`config.mk`:
```
export PLATFORM = sky130hd
export DESIGN_NAME = mem_arbiter
export DESIGN_NICKNAME = d
export VERILOG_FILES = /design/src/rtl/mem_arbiter.sv
export SDC_FILE = /design/constraint.sdc
export NUM_CORES = 1
export LEC_CHECK = 0
export ABC_CLOCK_PERIOD_IN_PS = 2200
export BUFFER_PORTS_ARGS = -buffer_cell sky130_fd_sc_hd__buf_2
export CAP_MARGIN = 30
export CORE_AREA = 3 3 173 175
export CTS_CLUSTER_SIZE = 24
export DETAILED_ROUTE_END_ITERATION = 6
export DIE_AREA = 0 0 176 178
export GPL_TIMING_DRIVEN = 0
export REMOVE_ABC_BUFFERS = 1
export SLEW_MARGIN = 20
export SYNTH_ARGS = -nofsm -noshare
export SYNTH_HDL_FRONTEND = slang
export SYNTH_SLANG_ARGS = --single-unit
```
`constraint.sdc`:
```
create_clock -name clock -period 2.2 [get_ports clock]
set_input_delay 0.44 -clock clock [delete_from_list [all_inputs] [get_ports clock]]
set_output_delay 0.44 -clock clock [all_outputs]
set_load 0.02 [all_outputs]
```
`src/rtl/mem_arbiter.sv`:
```
// mem_arbiter: shares one single-port RAM (synchronous write, read data one
// cycle after address) between port 0 (datapath, fixed priority) and port 1
// (peripheral/DMA). Port 1 is never passed over more than BURST_MAX times.
//
// Ports:
//   clock, reset             : single clock; synchronous active-low reset
//   req/we/addr/wdata 0|1    : requester inputs, held until the matching ack
//   ack0/ack1                : one-cycle completion pulse
//   rdata0/rdata1            : read data, valid with ack, held until next ack
//   mem_addr/mem_wdata/mem_we: RAM control, mem_rdata: RAM read data
//   busy                     : transaction in flight (ACCESS or RESP)
//   owner                    : port of the current or most recent grant
//   gnt_cnt0/gnt_cnt1        : saturating grant counters
//
// Optional feature: define MEM_ARBITER_STATS_EN to build the grant counters;
// otherwise gnt_cnt0/gnt_cnt1 are tied to zero.
module mem_arbiter #(
  parameter int unsigned ADDR_W    = 8,
  parameter int unsigned DATA_W    = 64,
  parameter int unsigned BURST_MAX = 4
) (
  input  logic              clock,
  input  logic              reset,
  input  logic              req0,
  input  logic              we0,
  input  logic [ADDR_W-1:0] addr0,
  input  logic [DATA_W-1:0] wdata0,
  output logic              ack0,
  output logic [DATA_W-1:0] rdata0,
  input  logic              req1,
  input  logic              we1,
  input  logic [ADDR_W-1:0] addr1,
  input  logic [DATA_W-1:0] wdata1,
  output logic              ack1,
  output logic [DATA_W-1:0] rdata1,
  output logic [ADDR_W-1:0] mem_addr,
  output logic [DATA_W-1:0] mem_wdata,
  output logic              mem_we,
  input  logic [DATA_W-1:0] mem_rdata,
  output logic              busy,
  output logic              owner,
  output logic [15:0]       gnt_cnt0,
  output logic [15:0]       gnt_cnt1
);

  localparam int unsigned STARVE_W = 4;
  localparam int unsigned GCNT_W   = 16;

  localparam logic [1:0] IDLE   = 2'd0;
  localparam logic [1:0] ACCESS = 2'd1;
  localparam logic [1:0] RESP   = 2'd2;

  logic [1:0]          state;
  logic [1:0]          state_next;
  logic [STARVE_W-1:0] starve_cnt;
  logic [STARVE_W-1:0] starve_next;
  logic                grant_c;
  logic                grant_port_c;
  logic                we_q;
  logic [DATA_W-1:0]   rdata0_q;
  logic [DATA_W-1:0]   rdata1_q;
  logic                in_resp;
  logic                rd_resp0;
  logic                rd_resp1;

  // State and starvation counter registers
  always_ff @(posedge clock) begin
    if (!reset) begin
      state      <= IDLE;
      starve_cnt <= '0;
    end else begin
      state      <= state_next;
      starve_cnt <= starve_next;
    end
  end

  // Next state and arbitration; starve_cnt counts port-0 wins over a waiting port 1
  always_comb begin
    state_next   = state;
    starve_next  = starve_cnt;
    grant_c      = 1'b0;
    grant_port_c = 1'b0;
    case (state)
      IDLE: begin
        if (req0 || req1) begin
          grant_c    = 1'b1;
          state_next = ACCESS;
          if (req0 && req1 && (starve_cnt < STARVE_W'(BURST_MAX))) begin
            grant_port_c = 1'b0;
            starve_next  = starve_cnt + STARVE_W'(1);
          end else if (req0 && !req1) begin
            grant_port_c = 1'b0;
            starve_next  = '0;
          end else begin
            grant_port_c = 1'b1;
            starve_next  = '0;
          end
        end
      end
      ACCESS:  state_next = RESP;
      RESP:    state_next = IDLE;
      default: state_next = IDLE;
    endcase
  end

  // Transaction capture on grant, read data capture in RESP
  always_ff @(posedge clock) begin
    if (!reset) begin
      mem_addr  <= '0;
      mem_wdata <= '0;
      we_q      <= 1'b0;
      owner     <= 1'b0;
      rdata0_q  <= '0;
      rdata1_q  <= '0;
    end else begin
      if (grant_c) begin
        owner     <= grant_port_c;
        we_q      <= grant_port_c ? we1 : we0;
        mem_addr  <= grant_port_c ? addr1 : addr0;
        mem_wdata <= grant_port_c ? wdata1 : wdata0;
      end
      if (rd_resp0) rdata0_q <= mem_rdata;
      if (rd_resp1) rdata1_q <= mem_rdata;
    end
  end

  assign in_resp  = (state == RESP);
  assign rd_resp0 = in_resp & ~owner & ~we_q;
  assign rd_resp1 = in_resp & owner & ~we_q;

  // Gating with reset makes a reset-low cycle abort: no write, no ack
  assign mem_we = (state == ACCESS) & we_q & reset;
  assign ack0   = in_resp & ~owner & reset;
  assign ack1   = in_resp & owner & reset;
  assign busy   = (state == ACCESS) | (state == RESP);

  // RAM data is only valid during RESP, so it is forwarded straight through then
  assign rdata0 = (rd_resp0 & reset) ? mem_rdata : rdata0_q;
  assign rdata1 = (rd_resp1 & reset) ? mem_rdata : rdata1_q;

`ifdef MEM_ARBITER_STATS_EN
  logic [GCNT_W-1:0] cnt0_q;
  logic [GCNT_W-1:0] cnt1_q;

  // Saturating per-port grant counters
  always_ff @(posedge clock) begin
    if (!reset) begin
      cnt0_q <= '0;
      cnt1_q <= '0;
    end else if (grant_c) begin
      if (!grant_port_c && (cnt0_q != '1)) cnt0_q <= cnt0_q + GCNT_W'(1);
      if (grant_port_c && (cnt1_q != '1))  cnt1_q <= cnt1_q + GCNT_W'(1);
    end
  end

  assign gnt_cnt0 = cnt0_q;
  assign gnt_cnt1 = cnt1_q;
`else
  assign gnt_cnt0 = '0;
  assign gnt_cnt1 = '0;
`endif

endmodule

```
==> results of run 1 <==
[flip-flops by register name, indices dropped and copies added, names as in the netlist]
signal and flops:
mem_wdata 64, rdata0_q 64, rdata1_q 64, mem_addr 8, starve_cnt 4, state 2
owner 1, we_q 1
[worst min-delay path, cell delays in order]
cell and delay, ns:
buf_2 0.09, o21ai_0 0.06, a21oi_1 0.06
[per-layer routing]
layer / track usage, % / vias up / wire length (um)
met5: 0 / - / 0
met4: 8.22 / 0 / 1070
met3: 6.47 / 56 / 3280
met2: 36.2 / 406 / 18000
met1: 24.7 / 4541 / 14000
li1: - / 4309 / -
[layout by cell type, fill, tap and decap left out, types with 6 or more instances in the layout]
master and n:
clkbuf_16 25, buf_12 12, a22o_1 128, buf_2 345, clkbuf_1 6, nor2_1 6
buf_6 72, buf_8 15, mux2_4 57, a21oi_1 73, a31oi_1 73, dfxtp_1 206
mux2_2 70, buf_4 36, conb_1 32, buf_16 20, diode_2 10, o21ai_0 145
[report_power, final]
group / internal [W] / switching [W]
clock network: 0.00235 / 0.00158
registers: 0.00401 / 0.000137
logic: 0.000896 / 0.00129
[kinds of logic after synthesis]
logic type	after synthesis
buffers and inverters	132
other	1
and+or+nand+nor	19
DFF	208
adders and majority gates	5
AOI/OAI and AO/OA	428
muxes	129
[worst max path at each step]
| stage | cells past startpoint | startpoint | end |
|---|---|---|---|
| after global routing | 12 | state[0]$_SDFFE_PN0P_ | rdata0[53] |
| after floorplan | 5 | state[0]$_SDFFE_PN0P_ | rdata0[0] |
| final | 9 | state[0]$_SDFFE_PN0P_ | rdata1[53] |
| after CTS | 12 | state[0]$_SDFFE_PN0P_ | rdata0[34] |
| after detailed placement | 11 | reset | rdata0[34] |
| after global placement | 5 | reset | rdata0[55] |
[area by class of cell]
class | count | area [sq um]
Inverter | 4 | 17.5
Clock inverter | 4 | 50.0
Sequential cell | 208 | 4170
Timing Repair Buffer | 505 | 3990
Fill cell | 2575 | 14400
Clock buffer | 36 | 717
Tap cell | 384 | 480
Multi-Input combinational cell | 613 | 4790
Antenna cell | 10 | 25.0
[repair_timing]
item / in CTS / in global routing
pin swaps: 2 / 1
setup buffers: 35 / 15
cloned: 14 / 0
setup endpoints to repair: 165 / 131
gates resized for setup: 212 / 51
hold buffers: 0 / 0
[through the flow]
stage	worst slack (ns)	instances	area (sq um)	total power, W
5_1_grt	-0.796	1763	14200	0.0107
6_report	-0.716	1764	14200	0.0103
3_5_place_dp	-1.78	1656	11800	0.00618
4_1_cts	-0.781	1744	14000	0.0103
2_1_floorplan	-7.66	825	8660	0.00526
3_3_place_gp	-12.65	1627	11200	0.00609
==> flow_summary.ini, run 1 <==
[outcome]
status = finished, violations left
violations = setup timing

[timing]
setup_tns_ns = -76.92
setup_viol = 128
fmaxAchievable_mhz = 343
worst_pin_slew_ns = 0.750
maxSlewViolCount = 0
slew_headroom_pct = 50.0
rsz0062_at_grt = yes
worst_hold_slack_ns = 0.183
fin_ws_ns = -0.716
fin_worst_skew_ns = 0.0122
period_needed_ns = 2.92
period_share_pct = 133
hold_viol = 0

[route]
drtIter0Drc = 496
drc = 0
wirelength_um = 36400
wl_per_cell_um = 20.6
ant_nets = 0
viasPerCell = 5.28
dr.pass1.iters = 5
vias = 9312

[power]
p_leak_nw = 6.55
ir_drop_uv = 497
cellPowerDensity_nw_per_um2 = 721

[yosys]
synth_fa_ha_area_share_pct = 0.670
yosys-top-cells-count = dfxtp_1 (208), o21ai_0 (145), a22o_1 (128)
synth_xor_area_share_pct = 0
synthSimpleGateAreaFrac_pct = 1.13
yosysMostFrequentCell = dfxtp_1
async_flop_share_pct = 0
synth-seq-cells = 208
yosysWarnings = 0
yosys.cell_types.count = 34
ys_top_cells_by_area = dfxtp_1 (45%), mux2_2 (13%), a22o_1 (12%)
avgSynthCellArea_sq_um = 10.1
yosysTopAreaCell = dfxtp_1
synthCells = 922
yosys.area.top_type_share_pct = 44.6
synth-edff-count = 0
synth_top_family_by_area = compound AO/OA/AOI/OAI gates
ys_seq_area_share_pct = 44.6
synth_flop_cell = dfxtp_1
synth_compound_area_share_pct = 29.4
synth_mux_area_share_pct = 15.6
syn_area_sq_um = 9330

[cells_and_area]
area_growth_pct = 52.5
drive_gt1_share_pct = 49.9
nNetsFinal = 1575
fin_util_pct = 49.7

[setup_path]
required_ns = 1.76
crit_chain = inv_4, ha_4, and3_1, and2_4, buf_16, buf_12, bufbuf_16, mux2_4, buf_6
crit_arrival_ns = 2.48
cp_num_buf_inv = 5
critPathTopFamily = buffers and inverters
slowest_stage = dfxtp_4
start_kind = register
r2r-end = rdata1_q[13]$_SDFFE_PN0P_
rr_worst_depth = 10
cp_slowest_stage_delay_ns = 0.37
rrSetupSlack_ns = 0.06
path_class = reg -> out
r2r-start = state[0]$_SDFFE_PN0P_
path_max_fanout = 5
end_kind = output pin

[run]
maxCapViolations = 0

[floorplan]
start_util_pct = 32.6
rows = 62
die-area_sq_um = 31300
fp.dieH_um = 178
die_w_um = 176
core_area_sq_um = 28600
pin_count = 451

[global_routing]
grt_pass1_vias = 8932
grt_pass1_wl_um = 52500
gr-total-overflow = 0
grt_antenna_before_repair = 9
grt_max_degree = 79
grt.total_usage_pct = 21.1

[placed_design]
gp_congestion = 0.742
numPortBuffers = 418
dp_hpwl_um = 22700

[clocking]
clkLatencyLatePin_ns = 0.51
cts-root-buf = clkbuf_16
h-tree-depth = 1
cts.clk_slew.worst_paths_ns = 0.07
clk_path_buf_depth = 3
cts_tree = built
clkSinkCount = 208
cts_made_buffers = 24

[worst_hold_path]
worstHoldStart = wdata0[43]
holdPathStages = 3
hold_path.class = in -> reg
hold_end = mem_wdata[43]$_SDFFE_PN0P_
Power figures use the tool's default switching activity.
==> run 2, diff against run 1 <==
CORE_AREA = default   (was 3 3 173 175)
CORE_MARGIN = 3   (was default)
CORE_UTILIZATION = 30   (was default)
DIE_AREA = default   (was 0 0 176 178)
==> flow_summary.ini, run 2 (same netlist as run 1, synthesis figures left out) <==
[outcome]
status = finished, violations left
violations = setup timing

[power]
intPower_w = 0.00734
netSwitchingPower_w = 0.00308
comb_power_share_pct = 21.1
ir_drop_uv = 614
cellPowerDensity_nw_per_um2 = 711
total_power_w = 0.0104
p_leak_nw = 6.64
switching_share_pct = 29.6
p_seq_share_pct = 39.8
clkPwrFrac_pct = 39.1

[route]
ant_nets = 0
drc = 0
drtIter0Drc = 423
wl_per_cell_um = 21.5
viasPerCell = 5.29
wirelength_um = 38300
vias = 9419
dr.pass1.iters = 5

[floorplan]
die_w_um = 182
die-area_sq_um = 33300
rows = 63
core_area_sq_um = 30100
pin_count = 451
start_util_pct = 31.0
fp.dieH_um = 182

[clocking]
clkSinkCount = 208
cts-root-buf = clkbuf_16
cts.clk_slew.worst_paths_ns = 0.06
clk_path_buf_depth = 3
h-tree-depth = 1
cts_tree = built
clkLatencyLatePin_ns = 0.51
cts_made_buffers = 24

[setup_path]
cp_common_cell = buf_8
crit_arrival_ns = 2.57
cp_slowest_stage_delay_ns = 0.35
slowest_stage = dfxtp_4
start_kind = register
crit_chain = inv_4, ha_4, nand2_4, nor3_4, buf_6, buf_8, buf_8, buf_12, buf_12, buf_8, buf_8, mux2_4, buf_6
required_ns = 1.76
path_class = reg -> out
end_kind = output pin
path_max_fanout = 6

[global_routing]
grt_pass1_vias = 9145
gr-total-overflow = 0
grt.total_usage_pct = 20.7
grt_pass1_wl_um = 54800
grt_antenna_before_repair = 5
grt_max_degree = 79

[cells_and_area]
nNetsFinal = 1587
final_cell_mix = buf_2 (315), dfxtp_1 (205), o21ai_0 (144)
drive_gt1_share_pct = 50.7
area_growth_pct = 57.1
reg.largest.list = mem_wdata (64), rdata0_q (64), rdata1_q (64)
fill_cells = 2722
layout_commonest_cell = buf_2

[timing]
period_share_pct = 137
setup_viol = 129
rsz0062_at_grt = yes
period_needed_ns = 3.01
slew_headroom_pct = 51.0
setup_tns_ns = -82.68
fin_worst_skew_ns = 0.0132
fin_ws_ns = -0.813
fmaxAchievable_mhz = 332
worst_pin_slew_ns = 0.735
hold_viol = 0
maxSlewViolCount = 0

[placed_design]
numPortBuffers = 418
dp_hpwl_um = 23600
place_ws_ns = -1.78
gp_congestion = 0.817

[run]
maxCapViolations = 0

[worst_hold_path]
hold_path.class = in -> reg
==> run 2: cell count changes in the layout (fill, tap and decap cells not counted), sizes merged <==
cell	before	now
clkbuf	36	40
clkinvlp	2	4
inv	4	5
diode	10	4
bufbuf	5	3
clkinv	1	2
buf	500	507
and2	2	5
==> run 2: final cells by class <==
class                           count  area (sq um)  area share, %
Inverter                            4          17.5          0.119
Antenna cell                        4          10.0         0.0683
Tap cell                          390           488           3.33
Timing Repair Buffer              514          4190           28.6
Multi-Input combinational cell    616          4970           33.9
Sequential cell                   208          4170           28.4
Clock inverter                      8          78.8          0.538
Clock buffer                       36           737           5.03
==> run 2: critical path: cells and delay by family (launching register included) <==
family	cells	cell delay, ns
simple gates	2	0.24
buf+inv	9	0.97
mux	1	0.33
flops	1	0.35
fa+ha+maj	1	0.14
==> run 2: final timing paths <==
check | from | endpoint | slack [ns] | cells after the start
setup / recovery | state[0]$_SDFFE_PN0P_ | rdata0[59] | -0.81 | 13
hold / removal | wdata0[0] | mem_wdata[0]$_SDFFE_PN0P_ | 0.18 | 3
setup reg to reg | state[0]$_SDFFE_PN0P_ | rdata1_q[8]$_SDFFE_PN0P_ | 0 | 12
hold reg to reg | rdata0_q[43]$_SDFFE_PN0P_ | rdata0_q[43]$_SDFFE_PN0P_ | 0.47 | 1
==> run 2: timing repair <==
action,CTS,global route
gates resized for setup,246,143
cloned,13,5
hold endpoints to repair,0,0
endpoints found under the setup margin,185,153
buffers inserted,40,24
hold buffers,0,0
pin swaps,2,19
==> run 2: power by group through the flow <==
| stage | logic (W) | registers [W] | clock network (W) |
|---|---|---|---|
| finish | 0.00220 | 0.00414 | 0.00408 |
| global route | 0.00237 | 0.00417 | 0.00430 |
| CTS | 0.00210 | 0.00414 | 0.00416 |
| detailed placement | 0.00195 | 0.00421 | 0 |
| global placement | 0.00188 | 0.00421 | 0 |
| floorplan | 0.000858 | 0.00441 | 0 |
==> run 2: per-layer routing <==
| metal | up-vias | GRT usage (%) | part of all wire [%] |
|---|---|---|---|
| met5 | - | 0 | 0 |
| met4 | 0 | 5.91 | 2.3 |
| met3 | 57 | 5.66 | 8.7 |
| met2 | 418 | 37.0 | 52 |
| met1 | 4603 | 24.2 | 37 |
| li1 | 4341 | - | - |
==> run 2: per-stage QoR <==
step           instances  hold slack (ns)  util [%]  instance area (sq um)
6_report            1780            0.176      48.7                  14700
5_1_grt             1779            0.171      48.7                  14700
4_1_cts             1757            0.148      46.5                  14000
3_5_place_dp        1661            0.451      39.1                  11800
3_3_place_gp        1633            0.449      37.3                  11200
2_1_floorplan        825            0.435         -                   8660
==> run 3, diff against run 2 <==
BUFFER_PORTS_ARGS = -buffer_cell sky130_fd_sc_hd__clkbuf_2   (was -buffer_cell sky130_fd_sc_hd__buf_2)
CORE_MARGIN = 2   (was 3)
==> flow_summary.ini, run 3 (same netlist as run 1, synthesis figures left out) <==
[floorplan]
fp.dieH_um = 180
pin_count = 451
die_w_um = 180
die-area_sq_um = 32500
rows = 64
core_area_sq_um = 30600
start_util_pct = 30.5

[setup_path]
start_kind = register
cp_slowest_stage_delay_ns = 0.34
worstSetupEndpoint = rdata0[18]
crit_arrival_ns = 2.75
rr_worst_depth = 18
cp_common_cell = buf_8
startpoint = state[0]$_SDFFE_PN0P_
rrSetupSlack_ns = -0.47
path_max_fanout = 6
crit_chain = inv_2, ha_4, nand2_4, nor3_4, buf_6, buf_8, buf_8, buf_8, buf_12, buf_12, buf_12, buf_8, buf_8, mux2_4, buf_8
end_kind = output pin
slowest_stage = dfxtp_2
r2r-end = rdata0_q[16]$_SDFFE_PN0P_
required_ns = 1.76
r2r-start = state[0]$_SDFFE_PN0P_
path_class = reg -> out

[outcome]
status = finished, violations left
violations = setup timing

[cells_and_area]
drive_gt1_share_pct = 53.3
final_area_sq_um = 15700
reg.largest.list = mem_wdata (64), rdata0_q (64), rdata1_q (64)
layout_commonest_cell = clkbuf_2
antenna_cells = 0
final_cell_mix = clkbuf_2 (308), dfxtp_1 (206), o21ai_0 (144)
area_growth_pct = 68.1
instances_no_fill = 1815
nNetsFinal = 1620

[global_routing]
gr-total-overflow = 0
grt_pass1_vias = 9503
grt_antenna_before_repair = 0
busiest_layer = met2
use_met1_pct = 24.2
use_met2_pct = 37.9
grt_pass1_wl_um = 55600
use_met3_pct = 6.14
grt_max_degree = 79
grt.total_usage_pct = 21.2

[power]
cellPowerDensity_nw_per_um2 = 701
p_leak_nw = 7.00
ir_drop_uv = 432
total_power_w = 0.0110

[timing]
worst_pin_slew_ns = 0.664
fin_ws_ns = -0.989
setup_viol = 154
fmaxAchievable_mhz = 314
fin_worst_skew_ns = 0.0114
rsz0062_at_grt = yes
period_share_pct = 145
hold_viol = 0
maxSlewViolCount = 0
worst_hold_slack_ns = 0.154
period_needed_ns = 3.19
slew_headroom_pct = 55.7

[clocking]
postCtsHoldBufs = 0
cts_made_buffers = 24
clk_path_buf_depth = 3
clkSinkCount = 208
cts-root-buf = clkbuf_16
h-tree-depth = 1
cts.clk_slew.worst_paths_ns = 0.06
cts_tree = built
clkLatencyLatePin_ns = 0.52

[route]
wirelength_um = 40700
wl_per_cell_um = 22.4
drtIter0Drc = 523
viasPerCell = 5.42
vias = 9839
drc = 0
ant_nets = 0
dr.pass1.iters = 5

[run]
maxCapViolations = 0

[placed_design]
dp_hpwl_um = 23000
place_ws_ns = -2.16
gp_congestion = 0.844
dpl-instance-area_sq_um = 11800
numPortBuffers = 418
dp_cells = 1668

[worst_hold_path]
hold_path.class = in -> reg
## run 3: changes by cell type in the layout (fill, tap and decap cells not counted), sizes merged, moves of 3 or more
cell	before	now
clkbuf	40	366
buf	507	212
clkinvlp	4	0
diode	4	0
o21a	1	4
## run 3: per-layer routing
layer | wire length (um) | part of all wire (%)
met1 | 15000 | 37
met2 | 20400 | 50
met3 | 3670 | 9.0
met4 | 1600 | 3.9
met5 | 0 | 0
## run 3: worst min path at each step
stage | start | end | slack (ns) | depth (start not counted)
floorplan | rdata1_q[10]$_SDFFE_PN0P_ | rdata1_q[10]$_SDFFE_PN0P_ | 0.44 | 1
global placement | rdata1_q[17]$_SDFFE_PN0P_ | rdata1_q[17]$_SDFFE_PN0P_ | 0.45 | 1
detailed placement | rdata1_q[20]$_SDFFE_PN0P_ | rdata1_q[20]$_SDFFE_PN0P_ | 0.45 | 1
CTS | wdata0[19] | mem_wdata[19]$_SDFFE_PN0P_ | 0.13 | 3
global route | wdata0[5] | mem_wdata[5]$_SDFFE_PN0P_ | 0.15 | 3
finish | wdata0[21] | mem_wdata[21]$_SDFFE_PN0P_ | 0.15 | 3
## run 3: power breakdown
part	switching [W]	internal (W)	total, W
clock	0.00164	0.00252	0.00416
combinational	0.00151	0.00117	0.00268
sequential	0.000151	0.00401	0.00416
## run 3: final cells by class
class	instances	area, sq um
Clock buffer	38	734
Clock inverter	6	83.8
Fill cell	2713	14900
Inverter	4	15.0
Multi-Input combinational cell	620	5280
Sequential cell	208	4170
Tap cell	396	495
Timing Repair Buffer	543	4920
## run 3: through the flow
step / utilization (%) / TNS (ns)
after floorplan: - / -1278.80
after detailed placement: 38.7 / -191.75
after CTS: 47.5 / -108.95
after global routing: 51.3 / -109.19
after global placement: 36.8 / -2337.41
final: 51.3 / -96.95
## run 3: worst max-delay path: cells and delay by family, from the launching register on
family	cells	cell delay, ns
buf+inv	11	1.27
flops	1	0.34
mux	1	0.31
fa+ha+maj	1	0.17
simple gates	2	0.13
## run 3: what timing repair did
item | in CTS | in global routing
setup buffers | 49 | 40
gates cloned | 12 | 17
resized for setup | 279 | 266
pin swaps | 24 | 51
endpoints found under the setup margin | 171 | 242
